**config.mk**
```make
export PLATFORM = sky130hd
export DESIGN_NAME = ysyx_24080014_axi_arbiter
export DESIGN_NICKNAME = d
export VERILOG_FILES = /design/src/rtl/ysyx_24080014_axi_pkg.sv /design/src/rtl/ysyx_24080014_rr_arb2.sv /design/src/rtl/ysyx_24080014_axi_arbiter.sv
export SDC_FILE = /design/constraint.sdc
export NUM_CORES = 1
export LEC_CHECK = 0
export ABC_CLOCK_PERIOD_IN_PS = 2100
export BUFFER_PORTS_ARGS = -buffer_cell sky130_fd_sc_hd__buf_2
export CORE_AREA = 4 4 138 140
export CTS_BUF_LIST = sky130_fd_sc_hd__clkbuf_8
export CTS_CLUSTER_DIAMETER = 200
export DETAILED_ROUTE_END_ITERATION = 10
export DIE_AREA = 0 0 142 144
export PLACE_DENSITY_LB_ADDON = 0.3
export SLEW_MARGIN = 5
export SYNTH_ARGS = -nofsm -noshare
export SYNTH_HDL_FRONTEND = slang
export SYNTH_HIERARCHICAL = 1
export SYNTH_SLANG_ARGS = --single-unit
```
**constraint.sdc**
```tcl
create_clock -name aclk -period 2.1 [get_ports aclk]
set_input_delay 0.21 -clock aclk [delete_from_list [all_inputs] [get_ports aclk]]
set_output_delay 0.21 -clock aclk [all_outputs]
set_load 0.02 [all_outputs]
```
**src/rtl/ysyx_24080014_axi_pkg.sv**
```systemverilog
`default_nettype none
// +----------------------------------------------------------------------+
// | ysyx_24080014_axi_pkg: encodings shared by the IFU/LSU AXI4-lite     |
// | arbiter and its round-robin picker.            Revision: 1.0         |
// +----------------------------------------------------------------------+
package ysyx_24080014_axi_pkg;

  typedef enum logic [1:0] {
    IDLE   = 2'd0,
    IFU_RD = 2'd1,
    LSU_RD = 2'd2,
    LSU_WR = 2'd3
  } arb_state_e;

  localparam logic [1:0] OKAY   = 2'b00;
  localparam logic [1:0] SLVERR = 2'b10;
  localparam logic [1:0] DECERR = 2'b11;

  // Grant IDs double as bit positions in the picker's req/gnt vectors.
  localparam logic GNT_IFU = 1'b0;
  localparam logic GNT_LSU = 1'b1;

endpackage
`default_nettype wire

```
**src/rtl/ysyx_24080014_rr_arb2.sv**
```systemverilog
`default_nettype none
// +----------------------------------------------------------------------+
// | ysyx_24080014_rr_arb2: two-request round-robin picker; a tie goes to |
// | the requester not granted last time.           Revision: 1.0         |
// +----------------------------------------------------------------------+
module ysyx_24080014_rr_arb2
  import ysyx_24080014_axi_pkg::*;
(
  input  logic       aclk,
  input  logic       aresetn,
  input  logic [1:0] req,
  input  logic       update,
  output logic [1:0] gnt
);

  logic last_grant_q;
  logic last_grant_d;

  always_comb begin
    gnt          = req;
    last_grant_d = last_grant_q;
    if (req == 2'b11) begin
      gnt = (last_grant_q == GNT_LSU) ? 2'b01 : 2'b10;
    end
    if (update && (gnt != 2'b00)) begin
      last_grant_d = gnt[GNT_LSU] ? GNT_LSU : GNT_IFU;
    end
  end

  always_ff @(posedge aclk or negedge aresetn) begin
    if (!aresetn) begin
      last_grant_q <= GNT_LSU;
    end else begin
      last_grant_q <= last_grant_d;
    end
  end

endmodule
`default_nettype wire

```
**src/rtl/ysyx_24080014_axi_arbiter.sv**
```systemverilog
`default_nettype none
// +----------------------------------------------------------------------+
// | ysyx_24080014_axi_arbiter: IFU/LSU to single-slave AXI4-lite arbiter, |
// | one whole transaction per grant.               Revision: 1.0         |
// +----------------------------------------------------------------------+
module ysyx_24080014_axi_arbiter
  import ysyx_24080014_axi_pkg::*;
#(
  parameter int ADDR_W = 32,
  parameter int DATA_W = 32
) (
  input  logic                aclk,
  input  logic                aresetn,
  input  logic [ADDR_W-1:0]   ifu_araddr,
  input  logic                ifu_arvalid,
  output logic                ifu_arready,
  output logic [DATA_W-1:0]   ifu_rdata,
  output logic [1:0]          ifu_rresp,
  output logic                ifu_rvalid,
  input  logic                ifu_rready,
  input  logic [ADDR_W-1:0]   lsu_araddr,
  input  logic                lsu_arvalid,
  output logic                lsu_arready,
  output logic [DATA_W-1:0]   lsu_rdata,
  output logic [1:0]          lsu_rresp,
  output logic                lsu_rvalid,
  input  logic                lsu_rready,
  input  logic [ADDR_W-1:0]   lsu_awaddr,
  input  logic                lsu_awvalid,
  output logic                lsu_awready,
  input  logic [DATA_W-1:0]   lsu_wdata,
  input  logic [DATA_W/8-1:0] lsu_wstrb,
  input  logic                lsu_wvalid,
  output logic                lsu_wready,
  output logic [1:0]          lsu_bresp,
  output logic                lsu_bvalid,
  input  logic                lsu_bready,
  output logic [ADDR_W-1:0]   s_araddr,
  output logic                s_arvalid,
  input  logic                s_arready,
  input  logic [DATA_W-1:0]   s_rdata,
  input  logic [1:0]          s_rresp,
  input  logic                s_rvalid,
  output logic                s_rready,
  output logic [ADDR_W-1:0]   s_awaddr,
  output logic                s_awvalid,
  input  logic                s_awready,
  output logic [DATA_W-1:0]   s_wdata,
  output logic [DATA_W/8-1:0] s_wstrb,
  output logic                s_wvalid,
  input  logic                s_wready,
  input  logic [1:0]          s_bresp,
  input  logic                s_bvalid,
  output logic                s_bready
);

  arb_state_e state_q, state_d;
  logic       ar_done_q, ar_done_d;
  logic       aw_done_q, aw_done_d;
  logic       w_done_q, w_done_d;
  logic [1:0] req;
  logic [1:0] gnt;
  logic       arb_en;

  assign req    = {lsu_arvalid | lsu_awvalid, ifu_arvalid};
  assign arb_en = (state_q == IDLE);

  ysyx_24080014_rr_arb2 u_rr (
    .aclk    (aclk),
    .aresetn (aresetn),
    .req     (req),
    .update  (arb_en),
    .gnt     (gnt)
  );

  // Channel steering. The *_done flags stop a channel once it has handshaked,
  // so a master that re-raises a valid early cannot sneak in a second beat.
  always_comb begin
    s_araddr    = '0;
    s_arvalid   = 1'b0;
    s_rready    = 1'b0;
    s_awaddr    = '0;
    s_awvalid   = 1'b0;
    s_wdata     = '0;
    s_wstrb     = '0;
    s_wvalid    = 1'b0;
    s_bready    = 1'b0;
    ifu_arready = 1'b0;
    ifu_rdata   = '0;
    ifu_rresp   = '0;
    ifu_rvalid  = 1'b0;
    lsu_arready = 1'b0;
    lsu_rdata   = '0;
    lsu_rresp   = '0;
    lsu_rvalid  = 1'b0;
    lsu_awready = 1'b0;
    lsu_wready  = 1'b0;
    lsu_bresp   = '0;
    lsu_bvalid  = 1'b0;
    unique case (state_q)
      IFU_RD: begin
        s_araddr    = ifu_araddr;
        s_arvalid   = ifu_arvalid & ~ar_done_q;
        ifu_arready = s_arready & ~ar_done_q;
        s_rready    = ifu_rready;
        ifu_rvalid  = s_rvalid;
        ifu_rdata   = s_rdata;
        ifu_rresp   = s_rresp;
      end
      LSU_RD: begin
        s_araddr    = lsu_araddr;
        s_arvalid   = lsu_arvalid & ~ar_done_q;
        lsu_arready = s_arready & ~ar_done_q;
        s_rready    = lsu_rready;
        lsu_rvalid  = s_rvalid;
        lsu_rdata   = s_rdata;
        lsu_rresp   = s_rresp;
      end
      LSU_WR: begin
        s_awaddr    = lsu_awaddr;
        s_awvalid   = lsu_awvalid & ~aw_done_q;
        lsu_awready = s_awready & ~aw_done_q;
        s_wdata     = lsu_wdata;
        s_wstrb     = lsu_wstrb;
        s_wvalid    = lsu_wvalid & ~w_done_q;
        lsu_wready  = s_wready & ~w_done_q;
        s_bready    = lsu_bready;
        lsu_bvalid  = s_bvalid;
        lsu_bresp   = s_bresp;
      end
      default: ;
    endcase
  end

  always_comb begin
    state_d   = state_q;
    ar_done_d = ar_done_q;
    aw_done_d = aw_done_q;
    w_done_d  = w_done_q;
    unique case (state_q)
      IDLE: begin
        if (gnt[GNT_IFU]) begin
          state_d = IFU_RD;
        end else if (gnt[GNT_LSU]) begin
          // A simultaneous LSU read and write resolves read-first.
          state_d = lsu_arvalid ? LSU_RD : LSU_WR;
        end
      end
      IFU_RD, LSU_RD: begin
        if (s_arvalid && s_arready) ar_done_d = 1'b1;
        if (s_rvalid && s_rready)   state_d   = IDLE;
      end
      LSU_WR: begin
        if (s_awvalid && s_awready) aw_done_d = 1'b1;
        if (s_wvalid && s_wready)   w_done_d  = 1'b1;
        if (s_bvalid && s_bready)   state_d   = IDLE;
      end
      default: state_d = IDLE;
    endcase
    if (state_d == IDLE) begin
      ar_done_d = 1'b0;
      aw_done_d = 1'b0;
      w_done_d  = 1'b0;
    end
  end

  always_ff @(posedge aclk or negedge aresetn) begin
    if (!aresetn) begin
      state_q   <= IDLE;
      ar_done_q <= 1'b0;
      aw_done_q <= 1'b0;
      w_done_q  <= 1'b0;
    end else begin
      state_q   <= state_d;
      ar_done_q <= ar_done_d;
      aw_done_q <= aw_done_d;
      w_done_q  <= w_done_d;
    end
  end

endmodule
`default_nettype wire

```
==> results of run 1 <==
-- Yosys cell counts, drive strengths merged --
cell type  instances
and2             142
nor2b             35
a22oi             33
clkbuf            17
buf               11
and3b              6
dfrtp              5
a31oi              4
ha                 4
nor3               4
a21boi             3
inv                3
a21oi              2
nor2               2
o21ai              2
or2                2
a2111oi            1
a211oi             1
and3               1
dfstp              1
mux2               1
nand2              1
nand3              1
o31ai              1
-- logic make-up after synthesis --
family                     synth area share
muxes                               0.00581
buffers and inverters                0.0703
and+or+nand+nor                       0.626
DFF                                  0.0781
adders and majority gates            0.0258
AOI/OAI and AO/OA                     0.194
-- routing by layer --
metal  track usage  up-vias
li1              -     1622
met1        0.0954     1402
met2         0.214      214
met3        0.0268        8
met4        0.0177        2
met5             0        -
-- where the power goes --
group | internal [mW] | switching, mW | total, mW | leakage (nW)
sequential | 0.161 | 0.0361 | 0.198 | 0.0770
clock | 0.126 | 0.0517 | 0.177 | 0.0269
combinational | 1.49 | 2.31 | 3.80 | 2.41
total | 1.78 | 2.40 | 4.18 | 2.51
-- worst max-delay path: cells and delay by family, from the launching register on --
| kind | cells | cell delay (ns) |
|---|---|---|
| buf+inv | 3 | 0.54 |
| flops | 1 | 0.41 |
| fa+ha+maj | 1 | 0.27 |
| compound gates | 1 | 0.16 |
| simple gates | 1 | 0.12 |
-- state kept, by name, indices dropped and copies added (netlist names) --
signal and flops:
ar_done_q 1, aw_done_q 1, state_q 2, u_rr/last_grant_q 1, w_done_q 1
-- per-stage QoR --
| step | total power, mW | worst slack (ns) | hold WS [ns] |
|---|---|---|---|
| 3_5_place_dp | 4.07 | 0.357 | 0.0427 |
| 3_3_place_gp | 4.08 | 0.379 | 0.0418 |
| 5_1_grt | 4.53 | 0.0252 | 0.211 |
| 6_report | 4.18 | 0.156 | 0.188 |
| 4_1_cts | 4.25 | 0.119 | 0.180 |
| 2_1_floorplan | 2.70 | 0.409 | -0.0856 |
-- final timing paths --
path | start | to | slack [ns]
hold / removal | ifu_arvalid | u_rr/last_grant_q | 0.19
min in group asynchronous | aresetn | w_done_q | 0.34
setup reg to reg | state_q[0] | w_done_q | 0.36
setup / recovery | state_q[1] | s_araddr[20] | 0.16
max in group asynchronous | aresetn | u_rr/last_grant_q | 1.53
hold reg to reg | u_rr/last_grant_q | u_rr/last_grant_q | 0.53
-- cell type report --
class	instances	area [µm²]
Clock inverter	1	3.75
Fill cell	2048	13800
Timing Repair Buffer	372	1930
Tap cell	229	287
Multi-Input combinational cell	246	1660
Sequential cell	6	151
Clock buffer	3	41.3
Inverter	3	11.3
-- cells in the final DEF (no fill, tap or decap), drive strengths merged, types with 4 or more instances in the layout --
cell type,instances
inv,4
and3b,6
a22oi,33
nor3,4
buf,371
a31oi,4
ha,4
dfrtp,5
and2,142
nor2b,35
-- what timing repair did --
item	in CTS	in global routing
hold buffers	1	0
endpoints found under the setup margin	0	2
hold endpoints to repair	5	0
gates resized for setup	0	1
==> run_results.csv, run 1 <==
group,metric,value,unit
clock_tree,clk_path_buf_depth,2,
route,m1WireLength,3850,µm
synthesis,synth_cells,283,
setup_path,endpoint_kind,"primary output",
global_routing,grt_util_all_layers,0.101,
sta,timing.final.crit_share,0.926,
setup_path,critPathMaxStageDelay,0.41,ns
power_and_ir_drop,power_density,1020,mW/mm²
setup_path,crit_path_max_fanout,56,
cells_and_area,finish.utilization,0.229,
route,wl_met3,1330,µm
placed_design,place_area,0.00402,mm²
clock_tree,clock_sinks,6,
route,drtIter0Drc,63,
global_routing,gr-total-overflow,0,
min_path,hp-class,"in -> reg",
sta,layout_min_cycle_time,1.94,ns
floorplanning,start_util,0.109,
sta,setup_tns,0,ns
global_routing,antenna_found_initial,1,
route,postRouteWirelength,12000,µm
clock_tree,cts_tree,"built",
status,outcome,"complete, no violations",
sta,rsz0062_at_grt,"no",
cells_and_area,insertedDiodeCount,0,
sta,tightest_slew,0.378,ns
cells_and_area,drive_gt1_frac,0.609,
floorplanning,die_area,0.0204,mm²
clock_tree,cts-root-buf,"clkbuf_8",
setup_path,worstRegToRegCells,5,
cells_and_area,finalNonFillerCells,860,
route,wl_per_cell,14.0,µm
synthesis,yosys.area.top_type,"and2_1",
setup_path,required,1.89,ns
sta,finalMaxSlewViolations,0,
floorplanning,design.core.area,0.0178,mm²
clock_tree,clk_pin_slew,0.04,ns
synthesis,synth_top_area_share,0.458,
setup_path,startpoint_type,"register",
global_routing,grt_pass1_vias,3051,
sta,fin_skew,0.00621,ns
synthesis,synth.distinct_cells,29,
sta,relSlewSlack,0.746,
placed_design,hpwl,10900,µm
cells_and_area,nNetsFinal,818,
clock_tree,clk_latency,0.22,ns
synthesis,synth_area_leaders,"and2_1 (46%), a22oi_1 (12%), nor2b_1 (11%), dfrtp_1 (6.5%), clkbuf_1 (2.7%)",
sta,max_freq,514,MHz
route,dr_wl_met2,6640,µm
placed_design,place.gp.congestion,0.707,
power_and_ir_drop,peakVddDrop,0.378,mV
placed_design,placed_cells,855,
flow_run,maxCapViolations,0,
clock_tree,cts_setup_buffers,0,
cells_and_area,syn_to_final_growth,110,%
power_and_ir_drop,power_leakage,2.51,nW
setup_path,crit_type,"reg -> out",
route,antenna_left,0,
floorplanning,dieWidth,142,µm
route,drc_errors,0,
cells_and_area,finalInstanceArea,0.00408,mm²
floorplanning,die_h,144,µm
route,dr.pass1.iters,4,
synthesis,syn_area_per_cell,6.85,µm²
placed_design,port-buffer-count,363,
setup_path,crit_arrival,1.73,ns
synthesis,mappedNetlistArea,0.00194,mm²
floorplanning,rows,49,
sta,finalHoldViolations,0,
global_routing,grt_max_degree,57,
floorplanning,pin_count,364,
route,vias,3248,
synthesis,synth_warnings,6,
setup_path,cp_slowest_cell,"dfrtp_1",
synthesis,synth_nets,469,
min_path,hold_depth,2,
route,highest_layer,"met5",
route,avgViaCountPerCell,3.78,
synthesis,ys_seq_elements,6,
setup_path,worstPathCellList,"inv_1, ha_2, buf_12, a22oi_1, nor2b_1, buf_2",
global_routing,grt_pass1_wl,16400,µm
synthesis,yosysSeqAreaShare,0.0781,
clock_tree,ctsHtreeMaxLevel,1,
sta,finalSetupViolations,0,
clock_tree,cts_made_buffers,3,
(Power assumes the default switching activity.)
==> run 2, diff against run 1 <==
Settings changed: ABC_CLOCK_PERIOD_IN_PS 2100 to default, RECOVER_POWER from default to 50.
==> run_results.csv, run 2 (synthesis gave the netlist of run 1 again) <==
group,metric,value,unit
status,outcome,"complete, no violations",
flow_run,maxCapViolations,0,
floorplanning,design.core.area,0.0178,mm²
floorplanning,rows,49,
sta,relSlewSlack,0.636,
route,wl_met3,1330,µm
sta,setup_tns,0,ns
global_routing,grt_pass1_vias,3051,
setup_path,critPathMaxStageDelay,0.40,ns
setup_path,required,1.89,ns
floorplanning,dieWidth,142,µm
route,drc_errors,0,
floorplanning,die_h,144,µm
placed_design,place_worst_setup_slack,0.357,ns
global_routing,grt_util_all_layers,0.101,
floorplanning,die_area,0.0204,mm²
sta,finalSetupViolations,0,
cells_and_area,drive_gt1_frac,0.539,
clock_tree,cts_made_buffers,3,
route,dr.pass1.iters,4,
setup_path,startpoint_type,"register",
sta,fin_skew,0.00644,ns
setup_path,crit_type,"reg -> out",
sta,layout_min_cycle_time,1.96,ns
sta,finalMaxSlewViolations,0,
sta,tightest_slew,0.545,ns
placed_design,port-buffer-count,363,
clock_tree,clk_pin_slew,0.04,ns
sta,finalHoldViolations,0,
sta,setup_slack,0.139,ns
route,wl_per_cell,14.0,µm
global_routing,grt_max_degree,57,
cells_and_area,regMostFlops,"state_q",
route,antenna_left,0,
setup_path,crit_arrival,1.75,ns
route,drtIter0Drc,65,
floorplanning,start_util,0.109,
route,postRouteWirelength,12000,µm
placed_design,hpwl,10900,µm
global_routing,gr-total-overflow,0,
cells_and_area,largest_register_ffs,2,
route,highest_layer,"met5",
clock_tree,clock_sinks,6,
power_and_ir_drop,power_density,1020,mW/mm²
cells_and_area,syn_to_final_growth,106,%
cells_and_area,layout_commonest_cell,"buf_2",
setup_path,cp_slowest_cell,"dfrtp_1",
power_and_ir_drop,power_leakage,2.28,nW
global_routing,grt_pass1_wl,16400,µm
cells_and_area,final_cell_mix,"buf_2 (304), and2_1 (120), clkbuf_1 (44), nor2b_1 (35), a22oi_1 (32)",
floorplanning,pin_count,364,
cells_and_area,nNetsFinal,818,
clock_tree,cts_tree,"built",
clock_tree,ctsHtreeMaxLevel,1,
global_routing,antenna_found_initial,1,
sta,rsz0062_at_grt,"no",
setup_path,crit_path_max_fanout,55,
clock_tree,clk_path_buf_depth,2,
placed_design,place.gp.congestion,0.707,
setup_path,endpoint_kind,"primary output",
route,m1WireLength,3850,µm
power_and_ir_drop,peakVddDrop,0.375,mV
clock_tree,clk_latency,0.22,ns
cells_and_area,insertedDiodeCount,0,
min_path,hp-class,"in -> reg",
clock_tree,cts-root-buf,"clkbuf_8",
route,avgViaCountPerCell,3.79,
route,dr_wl_met2,6630,µm
route,vias,3257,
sta,max_freq,510,MHz
setup_path,worstPathCellList,"ha_2, clkbuf_4, and2_0, buf_2",
sta,timing.final.crit_share,0.934,
-- run 2: per-stage QoR --
stage | hold WS (ns) | util | instance area (µm²) | total power [mW] | instances
after global routing | 0.211 | 0.224 | 4000 | 4.45 | 860
final | 0.183 | 0.224 | 4000 | 4.10 | 860
after floorplan | -0.0856 | - | 1940 | 2.70 | 283
after global placement | 0.0418 | 0.225 | 4020 | 4.08 | 855
after CTS | 0.180 | 0.229 | 4080 | 4.25 | 860
after detailed placement | 0.0427 | 0.225 | 4020 | 4.07 | 855
-- run 2: where the power goes --
| group | internal [mW] | total [mW] | switching, mW | leakage, nW |
|---|---|---|---|---|
| Clock | 0.126 | 0.177 | 0.0515 | 0.0269 |
| Combinational | 1.42 | 3.72 | 2.30 | 2.18 |
| Sequential | 0.161 | 0.198 | 0.0369 | 0.0770 |
| Total | 1.71 | 4.10 | 2.39 | 2.28 |
-- run 2: routing by layer --
| metal | vias up | global-route usage |
|---|---|---|
| met4 | 2 | 0.0177 |
| met3 | 8 | 0.0268 |
| met1 | 1411 | 0.0954 |
| met2 | 214 | 0.214 |
| met5 | - | 0 |
| li1 | 1622 | - |
-- run 2: worst max-delay path: cells and delay by family, from the launching register on --
family	cells	cell delay [ns]
buf+inv	2	0.60
flops	1	0.40
simple gates	1	0.27
fa+ha+maj	1	0.25
-- run 2: cell type report --
type | instances | area (µm²)
Tap cell | 229 | 287
Sequential cell | 6 | 151
Multi-Input combinational cell | 246 | 1650
Fill cell | 2066 | 13800
Timing Repair Buffer | 372 | 1860
Clock inverter | 1 | 3.75
Clock buffer | 3 | 41.3
Inverter | 3 | 11.3
-- run 2: worst paths after layout --
path,from,endpoint,slack (ns),cells past startpoint
min in group asynchronous,aresetn,w_done_q,0.40,2
setup reg to reg,state_q[0],w_done_q,0.25,5
hold / removal,ifu_arvalid,u_rr/last_grant_q,0.18,2
setup / recovery,state_q[0],s_wdata[29],0.14,4
max in group asynchronous,aresetn,u_rr/last_grant_q,1.40,2
hold reg to reg,u_rr/last_grant_q,u_rr/last_grant_q,0.53,2
-- run 2: timing repair --
| action | in CTS | in global routing |
|---|---|---|
| buffers inserted | 0 | 0 |
| hold endpoints to repair | 5 | 0 |
| hold buffers | 1 | 0 |
| endpoints found under the setup margin | 0 | 2 |
| resized for setup | 0 | 1 |
